`src/rtl/mem_loader_pkg.sv`:
```
// mem_loader_pkg: shared state encoding, address shift and default memory depths
package mem_loader_pkg;
    typedef enum logic [2:0] {
        IDLE,
        LOAD_I,
        LOAD_D,
        RUN,
        DUMP_RD,
        DUMP_WAIT,
        FIN
    } state_t;

    localparam int ADDR_SHIFT     = 2;
    localparam int IMEM_DEPTH_DEF = 512;
    localparam int DMEM_DEPTH_DEF = 1024;
endpackage

```
`src/rtl/mem_loader_out_reg.sv`:
```
// mem_loader_out_reg: readback holding register with valid/ready handshake
//   load/load_data/load_last : capture a new word (only while empty)
//   out_ready                : host accepts the held word
//   out_valid/out_data/out_last : held word, stable until accepted
module mem_loader_out_reg #(
    parameter int DATA_W = 32
) (
    input  logic              clk,
    input  logic              arst_n,
    input  logic              load,
    input  logic [DATA_W-1:0] load_data,
    input  logic              load_last,
    input  logic              out_ready,
    output logic              out_valid,
    output logic [DATA_W-1:0] out_data,
    output logic              out_last
);
    logic              valid_q, valid_d;
    logic [DATA_W-1:0] data_q, data_d;
    logic              last_q, last_d;

    always_comb begin
        valid_d = load | (valid_q & ~out_ready);
        data_d  = load ? load_data : data_q;
        last_d  = load ? load_last : last_q & ~(valid_q & out_ready);
    end

    always_ff @(posedge clk or negedge arst_n) begin
        if (!arst_n) begin
            valid_q <= 1'b0;
            data_q  <= '0;
            last_q  <= 1'b0;
        end else begin
            valid_q <= valid_d;
            data_q  <= data_d;
            last_q  <= last_d;
        end
    end

    assign out_valid = valid_q;
    assign out_data  = data_q;
    assign out_last  = last_q;
endmodule

```
`src/rtl/mem_loader.sv`:
```
// mem_loader: host-side loader that fills imem/dmem, runs the cpu, and dumps dmem
//   start/run_cycles/dump_words : job control, latched in IDLE
//   in_*                        : host word stream (program segment, then data segment)
//   out_*                       : dmem readback stream
//   busy/done/overflow/enable   : status and cpu enable
//   *_ext                       : imem external port, *_ext_2 : dmem external port
module mem_loader
    import mem_loader_pkg::*;
#(
    parameter int DATA_W     = 32,
    parameter int IMEM_DEPTH = IMEM_DEPTH_DEF,
    parameter int DMEM_DEPTH = DMEM_DEPTH_DEF,
    parameter int CNT_W      = 32
) (
    input  logic              clk,
    input  logic              arst_n,
    input  logic              start,
    input  logic [CNT_W-1:0]  run_cycles,
    input  logic [CNT_W-1:0]  dump_words,
    input  logic              in_valid,
    output logic              in_ready,
    input  logic [DATA_W-1:0] in_data,
    input  logic              in_last,
    output logic              out_valid,
    input  logic              out_ready,
    output logic [DATA_W-1:0] out_data,
    output logic              out_last,
    output logic              busy,
    output logic              done,
    output logic              overflow,
    output logic              enable,
    output logic [31:0]       addr_ext,
    output logic              wen_ext,
    output logic              ren_ext,
    output logic [DATA_W-1:0] wdata_ext,
    input  logic [DATA_W-1:0] rdata_ext,
    output logic [31:0]       addr_ext_2,
    output logic              wen_ext_2,
    output logic              ren_ext_2,
    output logic [DATA_W-1:0] wdata_ext_2,
    input  logic [DATA_W-1:0] rdata_ext_2
);
    state_t           state_q, state_d;
    logic [CNT_W-1:0] idx_q, idx_d, cnt_q, cnt_d, run_q, run_d, dump_q, dump_d;
    logic             ovf_q, ovf_d, enable_q, busy_q, done_q;
    logic             ld_i, ld_d, rd, hs, i_ovf, d_ovf, last_word, load_out;
    logic [31:0]      byte_addr;
    state_t           post_run;
    logic             unused_rdata;

    assign unused_rdata = ^rdata_ext;
    assign ld_i      = state_q == LOAD_I;
    assign ld_d      = state_q == LOAD_D;
    assign rd        = state_q == DUMP_RD;
    assign in_ready  = ld_i | ld_d;
    assign hs        = in_valid & in_ready;
    assign i_ovf     = idx_q >= CNT_W'(IMEM_DEPTH);
    assign d_ovf     = idx_q >= CNT_W'(DMEM_DEPTH);
    assign byte_addr = 32'(idx_q) << ADDR_SHIFT;
    assign last_word = idx_q == dump_q - CNT_W'(1);
    assign post_run  = (dump_q == '0) ? FIN : DUMP_RD;

    // Memory strobes are combinational so a host word is written in its handshake cycle.
    assign wen_ext     = ld_i & hs & ~i_ovf;
    assign ren_ext     = 1'b0;
    assign addr_ext    = ld_i ? byte_addr : '0;
    assign wdata_ext   = ld_i ? in_data : '0;
    assign wen_ext_2   = ld_d & hs & ~d_ovf;
    assign ren_ext_2   = rd & ~d_ovf;
    assign addr_ext_2  = (ld_d | rd) ? byte_addr : '0;
    assign wdata_ext_2 = ld_d ? in_data : '0;

    // Capture happens in the first DUMP_WAIT cycle, when the holding register is still empty.
    assign load_out = (state_q == DUMP_WAIT) & ~out_valid;

    always_comb begin
        state_d = state_q;
        idx_d   = idx_q;
        cnt_d   = cnt_q;
        run_d   = run_q;
        dump_d  = dump_q;
        ovf_d   = ovf_q;
        case (state_q)
            IDLE: if (start) begin
                run_d   = run_cycles;
                dump_d  = dump_words;
                idx_d   = '0;
                ovf_d   = 1'b0;
                state_d = LOAD_I;
            end
            LOAD_I: if (hs) begin
                ovf_d   = ovf_q | i_ovf;
                idx_d   = in_last ? '0 : idx_q + CNT_W'(1);
                state_d = in_last ? LOAD_D : LOAD_I;
            end
            LOAD_D: if (hs) begin
                ovf_d   = ovf_q | d_ovf;
                idx_d   = in_last ? '0 : idx_q + CNT_W'(1);
                cnt_d   = run_q;
                state_d = !in_last ? LOAD_D : (run_q == '0) ? post_run : RUN;
            end
            RUN: begin
                cnt_d = cnt_q - CNT_W'(1);
                if (cnt_q == CNT_W'(1)) begin
                    idx_d   = '0;
                    state_d = post_run;
                end
            end
            DUMP_RD: begin
                ovf_d   = ovf_q | d_ovf;
                state_d = DUMP_WAIT;
            end
            DUMP_WAIT: if (out_valid && out_ready) begin
                idx_d   = idx_q + CNT_W'(1);
                state_d = last_word ? FIN : DUMP_RD;
            end
            default: state_d = IDLE;
        endcase
    end

    always_ff @(posedge clk or negedge arst_n) begin
        if (!arst_n) begin
            state_q  <= IDLE;
            idx_q    <= '0;
            cnt_q    <= '0;
            run_q    <= '0;
            dump_q   <= '0;
            ovf_q    <= 1'b0;
            enable_q <= 1'b0;
            busy_q   <= 1'b0;
            done_q   <= 1'b0;
        end else begin
            state_q  <= state_d;
            idx_q    <= idx_d;
            cnt_q    <= cnt_d;
            run_q    <= run_d;
            dump_q   <= dump_d;
            ovf_q    <= ovf_d;
            enable_q <= state_d == RUN;
            busy_q   <= state_d != IDLE;
            done_q   <= state_d == FIN;
        end
    end

    assign enable   = enable_q;
    assign busy     = busy_q;
    assign done     = done_q;
    assign overflow = ovf_q;

    mem_loader_out_reg #(.DATA_W(DATA_W)) u_out_reg (
        .clk      (clk),
        .arst_n   (arst_n),
        .load     (load_out),
        .load_data(d_ovf ? '0 : rdata_ext_2),
        .load_last(last_word),
        .out_ready(out_ready),
        .out_valid(out_valid),
        .out_data (out_data),
        .out_last (out_last)
    );
endmodule

```
`config.mk`:
```
export PLATFORM = sky130hd
export DESIGN_NAME = mem_loader
export DESIGN_NICKNAME = d
export VERILOG_FILES = /design/src/rtl/mem_loader_pkg.sv /design/src/rtl/mem_loader_out_reg.sv /design/src/rtl/mem_loader.sv
export SDC_FILE = /design/constraint.sdc
export NUM_CORES = 1
export LEC_CHECK = 0
export ABC_AREA = 1
export CORE_ASPECT_RATIO = 0.9
export CORE_MARGIN = 1
export CORE_UTILIZATION = 48
export CTS_BUF_LIST = sky130_fd_sc_hd__clkbuf_8 sky130_fd_sc_hd__clkbuf_16
export CTS_CLUSTER_DIAMETER = 150
export DETAILED_ROUTE_END_ITERATION = 10
export PLACE_DENSITY = 0.87
export SYNTH_ARGS = -nofsm -noshare
export SYNTH_HDL_FRONTEND = slang
export SYNTH_SLANG_ARGS = --single-unit
```
`constraint.sdc`:
```
create_clock -name clk -period 2.7 [get_ports clk]
set_input_delay 0.27 -clock clk [delete_from_list [all_inputs] [get_ports clk]]
set_output_delay 0.27 -clock clk [all_outputs]
set_load 0.05 [all_outputs]
```
# After elaboration in Yosys (flattened, before gate mapping)
# Cells that the tools add are included.
[word_totals]
register_bits = 169
out_inout_bits = 171
word_cells = 94
[op_classes]
n_addsub = 3
n_lt_le_gt_ge = 2
n_eq_ne = 15
n_mux = 29
bitwise = 20
n_reduce_logical = 13
[op_table]
columns = ["cell", "n"]
rows = [
  ["2-to-1 mux 32 bit", 11],
  ["one-hot mux 32 bit (4 select lines)", 1],
  ["logical NOT 32 bit", 2],
  ["one-hot mux 32 bit (2 select lines)", 1],
  ["subtractor 32 x 1 -> 32 bit (second input constant)", 2],
  ["adder 32 x 1 -> 32 bit (second input constant)", 1],
  ["== test 32 x 1 -> 1 bit (second input constant)", 1],
  ["== test 32 bit", 1],
  [">= comparator 32 x 10 -> 1 bit (second input constant)", 1],
  [">= comparator 32 x 11 -> 1 bit (second input constant)", 1],
  ["2-to-1 mux 3 bit", 7],
  ["one-hot mux 3 bit (6 select lines)", 1],
  ["AND 1 bit", 10],
  ["== test 3 x 2 -> 1 bit (second input constant)", 3],
  ["== test 3 bit (second input constant)", 3],
  ["inequality test 2 x 1 -> 1 bit (second input constant)", 4],
  ["nonzero test 4 bit", 2],
  ["2-to-1 mux 2 bit", 3],
  ["inverter 1 bit", 5],
  ["OR 1 bit", 5],
  ["AND reduction 5 bit", 1],
  ["2-to-1 mux 1 bit", 4],
  ["inequality test 2 bit (second input constant)", 2],
  ["one-hot mux 1 bit (4 select lines)", 1],
  ["8 further kinds", 9],
]

# Logic depth before layout (Yosys ltp)
# Gate-level depths: netlist (run 1).
[logic_depth]
ltp_word = 7
ltp_mapped = 16
depth_no_buf = 16

# Hierarchy
# A second synthesis (run 1) with hierarchy kept.
[hier_totals]
cells_unflattened = 1596
area_unflattened_um2 = 10785.3
[modules_own_cells]
columns = ["mod", "instances", "cells_each", "area_per_inst_um2", "seq_area_each_um2"]
rows = [
  ["mem_loader", 1, 1452, 9426.5, 3378.2],
  ["mem_loader_out_reg", 1, 144, 1358.8, 850.8],
]

# Worst setup path before layout (run 1)
# Ideal clock, no wire load.
[synth_timing]
path_type = "reg-to-output"
startpoint = "register idx_q[27]"
endpoint = "output wen_ext"
arrival_ns = 2.538
path_slack_ns = -0.108
stages_incl_launch_ff = 7
n_path_buf = 1
cell_sequence = "dfrtp_1 > clkbuf_1 > inv_1 > nand4_1 > nor4_1 > nand3_1 > nor4_1"
[synth_between]
elab_chain_cells = 3
[synth_rtl]
columns = ["item", "line", "rtl"]
rows = [
  ["start: declaration", "mem_loader.sv:44", "logic [CNT_W-1:0] idx_q, idx_d, cnt_q, cnt_d, run_q, run_d, dump_q, dump_d;"],
  ["start signal: assignment", "mem_loader.sv:134", "idx_q <= idx_d;"],
  [">= comparator 32 x 10 -> 1 bit", "mem_loader.sv:57", "assign i_ovf = idx_q >= CNT_W'(IMEM_DEPTH);"],
  ["inverter 1 bit", "mem_loader.sv:64", "assign wen_ext = ld_i & hs & ~i_ovf;"],
  ["AND 1 bit", "mem_loader.sv:64", ""],
  ["end: declaration", "mem_loader.sv:33", "output logic wen_ext,"],
]
# Every way passes these cells.

# Worst setup path in the final report (run 1)
[layout_timing]
startpoint = "register idx_q[13]"
endpoint = "output ren_ext_2"
[layout_between]
elab_chain_cells = 3
[layout_rtl]
columns = ["item", "line", "rtl"]
rows = [
  [">= comparator 32 x 11 -> 1 bit", "mem_loader.sv:58", "assign d_ovf = idx_q >= CNT_W'(DMEM_DEPTH);"],
  ["inverter 1 bit", "mem_loader.sv:69", "assign ren_ext_2 = rd & ~d_ovf;"],
  ["AND 1 bit", "mem_loader.sv:69", ""],
  ["end: declaration", "mem_loader.sv:39", "output logic ren_ext_2,"],
]
# Every way passes these cells.

==> impl_results.md, run 1 <==
* Count of cell types in the netlist at 50
* Crit path largest cell delay at 0.49 ns
* Worst setup EP type: output port
* Clk root buf: clkbuf_16
* Setup WS post-layout at 0.1332 ns
* Initial antenna violation count at 0
* Worst Reg-to-Reg Cells at 12
* First-pass iteration count of the detailed router at 6
* Final Hold Vio Count at 0
* Chip width at 159.5 um
* Most frequent cells in the layout: nand2_1 (452), nor2_1 (289), inv_1 (175)
* R2r setup slk at 0.27 ns
* DRC violations left at 0
* All-Layer GR Usage at 32.45%
* Ports at 337
* Worst Hold Class: input port to register
* Most common cell after layout, fill and taps aside: nand2_1
* Final worst-path cycle share at 95.07%
* Seq/Total Area, Yosys at 39.47%
* Starting Density at 49.24%
* Clock slew at reported path FFs at 0.08 ns
* Crit Path Class: register to output port
* Max stage delay cell, worst path: dfrtp_1
* Global route hottest layer: met2
* CP max FO at 5
* Min-delay src: run_cycles[10]
* Clock Latency Late Sink at 0.44 ns
* Layout cell share with drive strength beyond 1 at 12.04%
* Final net count at 2052
* Worst R2R Start: state_q[2]$_DFF_PN0_
* Slew at the pin closest to its max-slew limit at 0.6973 ns
* TritonCTS clock tree: done
* R2r endpoint: idx_q[9]$_DFFE_PN0P_
* Met1 usage at 38.05%
* Routing usage on met2 at 57.62%
* Final setup fails at 0
* Max-slew violations at 0
* Yosys warns at 0
* Post-route ant nets at 0
* First-pass GRT wire length at 57830 um
* Hold Path Depth at 3
* Crit. Startpoint: idx_q[13]$_DFFE_PN0P_
* # rows at 51
* Die H at 143.7 um
* Crit path required time at 2.43 ns
* H-tree depth at 4
* DR vias at 11670
* Drt wl/cell at 17.03 um
* Clock Sink Count at 169
* Clk buf depth at 2
* Pre-CTS WS at 0.2968 ns
* DP HPWL at 28500 um
* Unrepaired setup endpoints after global routing: false
* Die footprint at 22920 um2
* Outcome: finished clean
* Flops & latches, synth at 169
* Critical path, cell by cell: inv_1 > nand4_1 > nor3_1 > nand3_2 > nor2_2 > buf_12
* Number of CTS-inserted buffers at 17
* Leakage power total at 7.223 nW
* Final min period at 2.567 ns
* Grt met3 use at 4.935%
* Layout area overhead at 41.24%
* Most area-hungry cell type in the Yosys netlist: dfrtp_1
* Yosys top cell area share at 39.47%
* DP Area at 14520 um2
* VDD IR max at 0.4732 mV
* Core area at 21760 um2
* Overflow after GRT at 0
* Total Wirelength at 37200 um
* Maxcap violations at 0
* Vias per cell at 5.343
* Critical path launch point type: register
* Synth Area per Inst at 6.709 um2
* Max Clock Freq at 0.3896 GHz
* Final instance area at 15130 um2
* Setup TNS at 0 ns
* Gate count of the mapped netlist at 1597
* Placer Congestion at 0.9546
* Fill cells at 1751
* Worst slew margin at 53.51%
* Clk_skew at 0.01957 ns
* Area contributors post-synth: dfrtp_1 (39%), nand2_1 (16%), nor2_1 (10%)
* Port Buffers at 299
* CP arrival at 2.30 ns
* Post-Syn Area at 10710 um2
* Vias in the first global route at 10960
* Initial DRC count at 1074
* Pwr/cell area at 903.3 nW/um2
* Ant diodes at 0
* Largest net degree at the start of global routing at 78
* Worst Hold End: run_q[10]$_DFFE_PN0P_
-- metal layers --
layer  up-vias  share of wire (%)
li1       5595                  -
met3       108                5.9
met2       539                 50
met5         -                  0
met4         0                5.2
met1      5432                 39
-- logic make-up (layout without fill, tap and decap cells) --
family | after synthesis | after routing | share of synthesized area [%]
AND/OR/NAND/NOR | 929 | 929 | 36.27
buffers and inverters | 251 | 544 | 9.366
AO/OA/AOI/OAI | 182 | 182 | 9.366
flip-flops | 169 | 169 | 39.47
XOR/XNOR | 60 | 60 | 4.905
adder cells (fa/ha/maj) | 5 | 5 | 0.5839
other | 1 | 5 | 0.03500
-- sequential cells by signal, summed over array words and instances (netlist names) --
register / flops
overflow: 1
busy: 1
u_out_reg.out_last: 1
run_q: 32
state_q: 3
dump_q: 32
u_out_reg.out_valid: 1
cnt_q: 32
u_out_reg.out_data: 32
idx_q: 32
done: 1
enable: 1
-- metrics by stage --
stage | total power, mW | instances | hold WS [ns] | util, %
final | 13.67 | 2185 | 0.3551 | 69.54
after global routing | 14.52 | 2185 | 0.3714 | 69.54
after CTS | 13.61 | 2185 | 0.3562 | 69.46
after detailed placement | 11.10 | 2152 | 0.2950 | 66.72
after global placement | 10.90 | 2152 | 0.2857 | 66.72
after floorplan | 8.682 | 1601 | -0.02559 | -
-- worst max-delay path, delay by kind of cell (launching register included) --
kind	cells	cell delay, ns
buffers and inverters	2	0.41
DFF	1	0.49
and+or+nand+nor	4	0.97
-- timing repair --
action                                  in CTS  in global routing
hold buffers                                 1                  0
resized for setup                            0                  4
endpoints found under the setup margin       0                  3
hold endpoints to repair                    58                  0
setup buffers                                0                  0
-- synth_stat cells, drive strengths merged --
library cell  instances
buf                  28
o21bai                3
a21boi                1
a22oi                 2
nor2                303
xor2                 48
o311ai                1
o21ai               125
nand3b                2
nor3b                 4
nand3                75
conb                  1
and3                  1
o21a                  1
clkinv                2
o211ai               10
o22ai                 3
a21oi                26
o221ai                2
a211oi                1
nand4                38
nor3                 34
dfrtp               169
o31ai                 2
or2                   5
a41oi                 1
inv                 187
ha                    5
xnor2                12
nand2               455
a31o                  1
nor4                 12
a2bb2oi               1
a31oi                 1
clkbuf               34
a32oi                 1
-- worst max path at each step --
stage                                       to  slack (ns)
after floorplan                        wen_ext        0.47
after global placement          done$_DFF_PN0_        0.40
after detailed placement  idx_q[9]$_DFFE_PN0P_        0.30
after CTS                            ren_ext_2        0.02
after global routing                 ren_ext_2        0.06
final                                ren_ext_2        0.13
-- cell type report --
type / count / area, um2 / area share, %
clock buffer: 18 / 439.2 / 2.902
clock inverter: 14 / 146.4 / 0.9674
inverter: 189 / 714.4 / 4.721
multi-input combinational: 1181 / 5532 / 36.56
sequential: 169 / 4229 / 27.95
tap: 291 / 364.1 / 2.406
timing repair buffer: 323 / 3707 / 24.50
-- where the power goes --
part	total, mW	switching [mW]	leakage (nW)	internal, mW
logic	7.15	4.77	4.91	2.38
clock network	2.46	1.20	0.291	1.26
registers	4.05	0.772	2.03	3.28
Note: power is estimated with default switching activity, not from simulation.
==> run 2, diff against run 1 <==
CORE_UTILIZATION = 50   (was 48)
CTS_CLUSTER_DIAMETER = 40   (was 150)
DONT_BUFFER_PORTS = 1   (was not set)
PLACE_DENSITY = 0.7   (was 0.87)
SETUP_SLACK_MARGIN = 0.2   (was not set)
==> impl_results.md, run 2 (synthesis results as in run 1) <==
* Worst slew margin at 58.07%
* DRC violations left at 0
* Critical path launch point type: register
* Initial DRC count at 1023
* Hold WS at -0.4830 ns
* Worst Hold Class: input port to async pin
* Crit path required time at 2.43 ns
* Crit path largest cell delay at 0.44 ns
* Switch Pwr at 6.663 mW
* R2r setup slk at 0.32 ns
* Clock Latency Late Sink at 0.44 ns
* Worst R2R Start: idx_q[25]$_DFFE_PN0P_
* Max-slew violations at 0
* Most frequent cells in the layout: nand2_1 (451), nor2_1 (287), inv_1 (169)
* Delay-heaviest family, CP: simple AND/OR/NAND/NOR gates
* Vias per cell at 5.455
* Final net count at 1988
* Fill cells at 1798
* Seq pwr share at 30.9%
* Unrepaired setup endpoints after global routing: true
* Maxcap violations at 0
* Most common cell after layout, fill and taps aside: nand2_1
* Worst Reg-to-Reg Cells at 10
* Failing checks: negative hold slack
* Core area at 20900 um2
* # rows at 50
* Clk buf depth at 2
* CP arrival at 2.22 ns
* First-pass iteration count of the detailed router at 6
* Port Buffers at 0
* All-Layer GR Usage at 33.19%
* Drt wl/cell at 17.27 um
* Die footprint at 22020 um2
* Layout cell share with drive strength beyond 1 at 13.93%
* Layout area overhead at 28.11%
* Outcome: finished with violations
* Placer Congestion at 0.9566
* Final min period at 2.489 ns
* Clock slew at reported path FFs at 0.08 ns
* R2r endpoint: u_out_reg.out_data[20]$_DFFE_PN0P_
* Comb power frac at 49.1%
* First-pass GRT wire length at 56300 um
* Pre-CTS WS at 0.3599 ns
* Setup WS post-layout at 0.2112 ns
* Largest net degree at the start of global routing at 170
* Overflow after GRT at 0
* Slew at the pin closest to its max-slew limit at 0.6233 ns
* Cell Int Power at 6.763 mW
* Max Clock Freq at 0.4018 GHz
* CP max FO at 4
* Buf/Inv on CP at 3
* Leakage power total at 6.836 nW
* Starting Density at 51.28%
* Critical path, cell by cell: inv_2 > nand4_1 > nor4_4 > nand3_2 > buf_6 > nor4_2 > buf_4
* Die H at 140.9 um
* Final Hold Vio Count at 169
* Initial antenna violation count at 1
* DP HPWL at 25800 um
* Clock power frac at 20.0%
* Worst setup EP type: output port
* Max stage delay cell, worst path: dfrtp_2
* Clk_skew at 0.01225 ns
* Chip width at 156.3 um
* Final worst-path cycle share at 92.18%
* Clk root buf: clkbuf_16
* Post-route ant nets at 0
* Final setup fails at 0
* TritonCTS clock tree: done
* Number of CTS-inserted buffers at 17
* Sw frac at 49.63%
* VDD IR max at 0.5534 mV
* Final core area utilization at 65.69%
* DR vias at 11550
* Setup TNS at 0 ns
* Pwr/cell area at 978.2 nW/um2
* Ports at 337
* Crit Path Class: register to output port
* H-tree depth at 4
* Total Wirelength at 36570 um
* Vias in the first global route at 10910
* Clock Sink Count at 169
[run 2: cell types whose count changed in the layout (fill, tap and decap cells not counted), moves of 3 or more]
cell / change
inv_1: -6
dfrtp_1: -4
bufinv_16: +3
dfrtp_2: +4
buf_4: +75
inv_2: +6
buf_12: -66
dlygate4sd3_1: +95
clkdlybuf4s50_1: -170
[run 2: what timing repair did]
action,in CTS,in global routing
pin swaps,1,4
endpoints found under the setup margin,25,45
hold endpoints to repair,264,170
setup buffers,1,10
hold buffers,95,1
resized for setup,9,21
[run 2: worst max path at each step]
stage / startpoint / to / slack [ns] / cells past startpoint
after floorplan: idx_q[27]$_DFFE_PN0P_ / wen_ext / 0.47 / 6
after global placement: dump_q[0]$_DFFE_PN0P_ / done$_DFF_PN0_ / 0.40 / 14
after detailed placement: dump_q[0]$_DFFE_PN0P_ / done$_DFF_PN0_ / 0.36 / 14
after CTS: state_q[1]$_DFF_PN0_ / wen_ext_2 / 0.24 / 8
after global routing: dump_q[0]$_DFFE_PN0P_ / done$_DFF_PN0_ / 0.14 / 14
final: idx_q[25]$_DFFE_PN0P_ / wen_ext / 0.21 / 7
[run 2: metal layers]
metal / wire, um / GRT usage (%) / up-vias
li1: - / - / 5476
met1: 14190 / 38.79 / 5323
met2: 17700 / 56.86 / 611
met3: 2606 / 6.240 / 138
met4: 2070 / 19.50 / 0
met5: 0 / 0 / -
[run 2: final cells by class]
class / count / area, um2 / area share, %
clock inverter: 15 / 205.2 / 1.495
antenna: 1 / 2.502 / 0.01823
tap: 286 / 357.8 / 2.607
sequential: 169 / 4234 / 30.85
clock buffer: 17 / 425.4 / 3.099
inverter: 189 / 719.4 / 5.242
multi-input combinational: 1181 / 5560 / 40.51
timing repair buffer: 259 / 2221 / 16.18
[run 2: power groups by stage]
stage                     logic (mW)  clock network (mW)  registers, mW
after global routing            7.22                2.80           4.24
after global placement          6.15                   0           4.14
final                           6.59                2.68           4.15
after floorplan                 4.78                   0           3.90
after detailed placement        6.25                   0           4.15
after CTS                       6.40                2.70           4.13
[run 2: stage by stage]
| stage | hold slack, ns | total power [mW] | instances | cell area [um2] |
|---|---|---|---|---|
| 2_1_floorplan | -0.02559 | 8.682 | 1601 | 10740 |
| 3_3_place_gp | -0.01550 | 10.29 | 1977 | 11970 |
| 3_5_place_dp | -0.01771 | 10.41 | 1977 | 11970 |
| 4_1_cts | -0.4897 | 13.23 | 2105 | 13580 |
| 5_1_grt | -0.5004 | 14.25 | 2117 | 13730 |
| 6_report | -0.4830 | 13.43 | 2117 | 13730 |
==> run 3, diff against run 2 <==
CORE_ASPECT_RATIO = not set   (was 0.9)
clock period = 2.9 ns   (was 2.7 ns; I/O delays follow)
==> impl_results.md, run 3 (synthesis results as in run 1) <==
* Clk root buf: clkbuf_16
* DR vias at 11290
* DRC violations left at 0
* Core area at 21020 um2
* Final net count at 1954
* First-pass iteration count of the detailed router at 6
* CP arrival at 2.26 ns
* Max-slew violations at 0
* Overflow after GRT at 0
* Setup TNS at 0 ns
* Crit path largest cell delay at 0.47 ns
* Worst R2R Start: state_q[0]$_DFF_PN0_
* Die footprint at 22020 um2
* Chip width at 148.4 um
* Crit path required time at 2.61 ns
* Vias in the first global route at 10530
* Maxcap violations at 0
* Layout cell share with drive strength beyond 1 at 12.08%
* Critical path launch point type: register
* Seq pwr share at 32.0%
* Final min period at 2.545 ns
* CP max FO at 6
* Clk buf depth at 2
* Outcome: finished with violations
* TritonCTS clock tree: done
* Failing checks: negative hold slack
* Final Hold Vio Count at 169
* R2r setup slk at 0.47 ns
* Worst Reg-to-Reg Cells at 10
* Clock Sink Count at 169
* Ports at 337
* Leakage power total at 6.641 nW
* R2r endpoint: idx_q[24]$_DFFE_PN0P_
* Buf/Inv on CP at 2
* Total Wirelength at 34670 um
* Unrepaired setup endpoints after global routing: false
* DP Area at 11890 um2
* Clk_skew at 0.008804 ns
* Drt wl/cell at 16.73 um
* Critical path, cell by cell: inv_1 > nand4_1 > nor3_1 > nand3_2 > nor4_2 > buf_4
* Max stage delay cell, worst path: dfrtp_1
* Final worst-path cycle share at 87.77%
* Clock power frac at 19.0%
* Layout area overhead at 24.23%
* Most frequent cells in the layout: nand2_1 (452), nor2_1 (290), inv_1 (176)
* Max Clock Freq at 0.3929 GHz
* Number of CTS-inserted buffers at 17
* Die H at 148.4 um
* Final setup fails at 0
* H-tree depth at 4
* Pwr/cell area at 907.0 nW/um2
* Comb power frac at 49.0%
* Initial DRC count at 769
* Crit Path Class: register to output port
* Sw frac at 49.75%
* First-pass GRT wire length at 54080 um
* Clock slew at reported path FFs at 0.07 ns
* Clock Latency Late Sink at 0.43 ns
* Worst Hold Class: input port to async pin
* Post-route ant nets at 0
* Delay-heaviest family, CP: simple AND/OR/NAND/NOR gates
* Placer Congestion at 0.9796
* All-Layer GR Usage at 31.70%
* Hold WS at -0.4513 ns
* Worst setup EP type: output port
* DP HPWL at 25200 um
* Starting Density at 50.97%
* Most common cell after layout, fill and taps aside: nand2_1
* Vias per cell at 5.448
* Initial antenna violation count at 0
* Cell Int Power at 6.066 mW
* Switch Pwr at 6.006 mW
* Port Buffers at 0
* Largest net degree at the start of global routing at 170
* Crit path depth at 6
* Final instance area at 13310 um2
* VDD IR max at 0.5048 mV
* Fill cells at 1838
* # rows at 53
* Worst slew margin at 51.56%
* Slew at the pin closest to its max-slew limit at 0.7200 ns
-- run 3: cell count changes in the layout (fill, tap and decap cells not counted), moves of 3 or more --
cell and delta:
buf_4 -16, buf_6 -3, dlygate4sd3_1 -14, nor2_1 +3, clkinv_4 +4, dfrtp_1 +4
nor2_2 -3, inv_2 -6, inv_6 -3, dfrtp_2 -4, inv_1 +7
-- run 3: per-layer routing --
metal	vias to the layer above	global-route usage, %	routed length [um]
met5	-	0	0
met4	0	21.39	2110
met3	128	5.276	2127
met2	534	55.47	17220
met1	5223	35.44	13220
li1	5404	-	-
-- run 3: power groups by stage --
stage | Clock (mW) | Sequential, mW | Combinational [mW]
floorplan | 0 | 3.63 | 4.45
global placement | 0 | 3.86 | 5.63
detailed placement | 0 | 3.87 | 5.75
CTS | 2.33 | 3.84 | 5.87
global route | 2.43 | 3.94 | 6.57
finish | 2.30 | 3.86 | 5.92
-- run 3: worst register-to-register path, cell delays in order, from the launching register on --
cell and delay [ns]:
dfrtp_1 0.41, inv_2 0.10, nor3_4 0.43, inv_2 0.22, a41oi_2 0.27, nand2_4 0.17, buf_4 0.24, nor2_4 0.26
inv_1 0.10, o21ai_1 0.08, nor2_1 0.05
-- run 3: worst max path at each step --
stage                                     start                    end
final                     idx_q[15]$_DFFE_PN0P_                wen_ext
after global routing      cnt_q[12]$_DFFE_PN0P_  idx_q[24]$_DFFE_PN0P_
after CTS                 idx_q[15]$_DFFE_PN0P_              ren_ext_2
after detailed placement  cnt_q[12]$_DFFE_PN0P_  idx_q[24]$_DFFE_PN0P_
after global placement     state_q[0]$_DFF_PN0_  idx_q[24]$_DFFE_PN0P_
after floorplan           idx_q[27]$_DFFE_PN0P_                wen_ext
-- run 3: layout make-up --
class	count	area, um2	area share, %
Inverter	189	714.4	5.368
Clock inverter	13	135.1	1.015
Timing Repair Buffer	225	1907	14.33
Multi-Input combinational cell	1181	5525	41.51
Sequential cell	169	4229	31.77
Clock buffer	19	452.9	3.403
Tap cell	275	344.1	2.585
Antenna cell	1	2.502	0.01880
-- run 3: timing repair --
action / in CTS / in global routing
hold endpoints to repair: 250 / 170
gates cloned: 0 / 0
setup buffers: 0 / 0
resized for setup: 2 / 1
endpoints found under the setup margin: 1 / 1
hold buffers: 81 / 1
-- run 3: metrics by stage --
stage          cells  utilization, %  hold slack, ns  worst slack, ns  power [mW]
2_1_floorplan   1601               -       -0.005591           0.6495       8.083
3_3_place_gp    1957           56.54        0.001185           0.5617       9.492
3_5_place_dp    1957           56.54        0.003223           0.5357       9.618
4_1_cts         2070           63.23         -0.4612           0.2910       12.04
5_1_grt         2071           63.31         -0.4695           0.2249       12.94
6_report        2072           63.32         -0.4513           0.3545       12.07
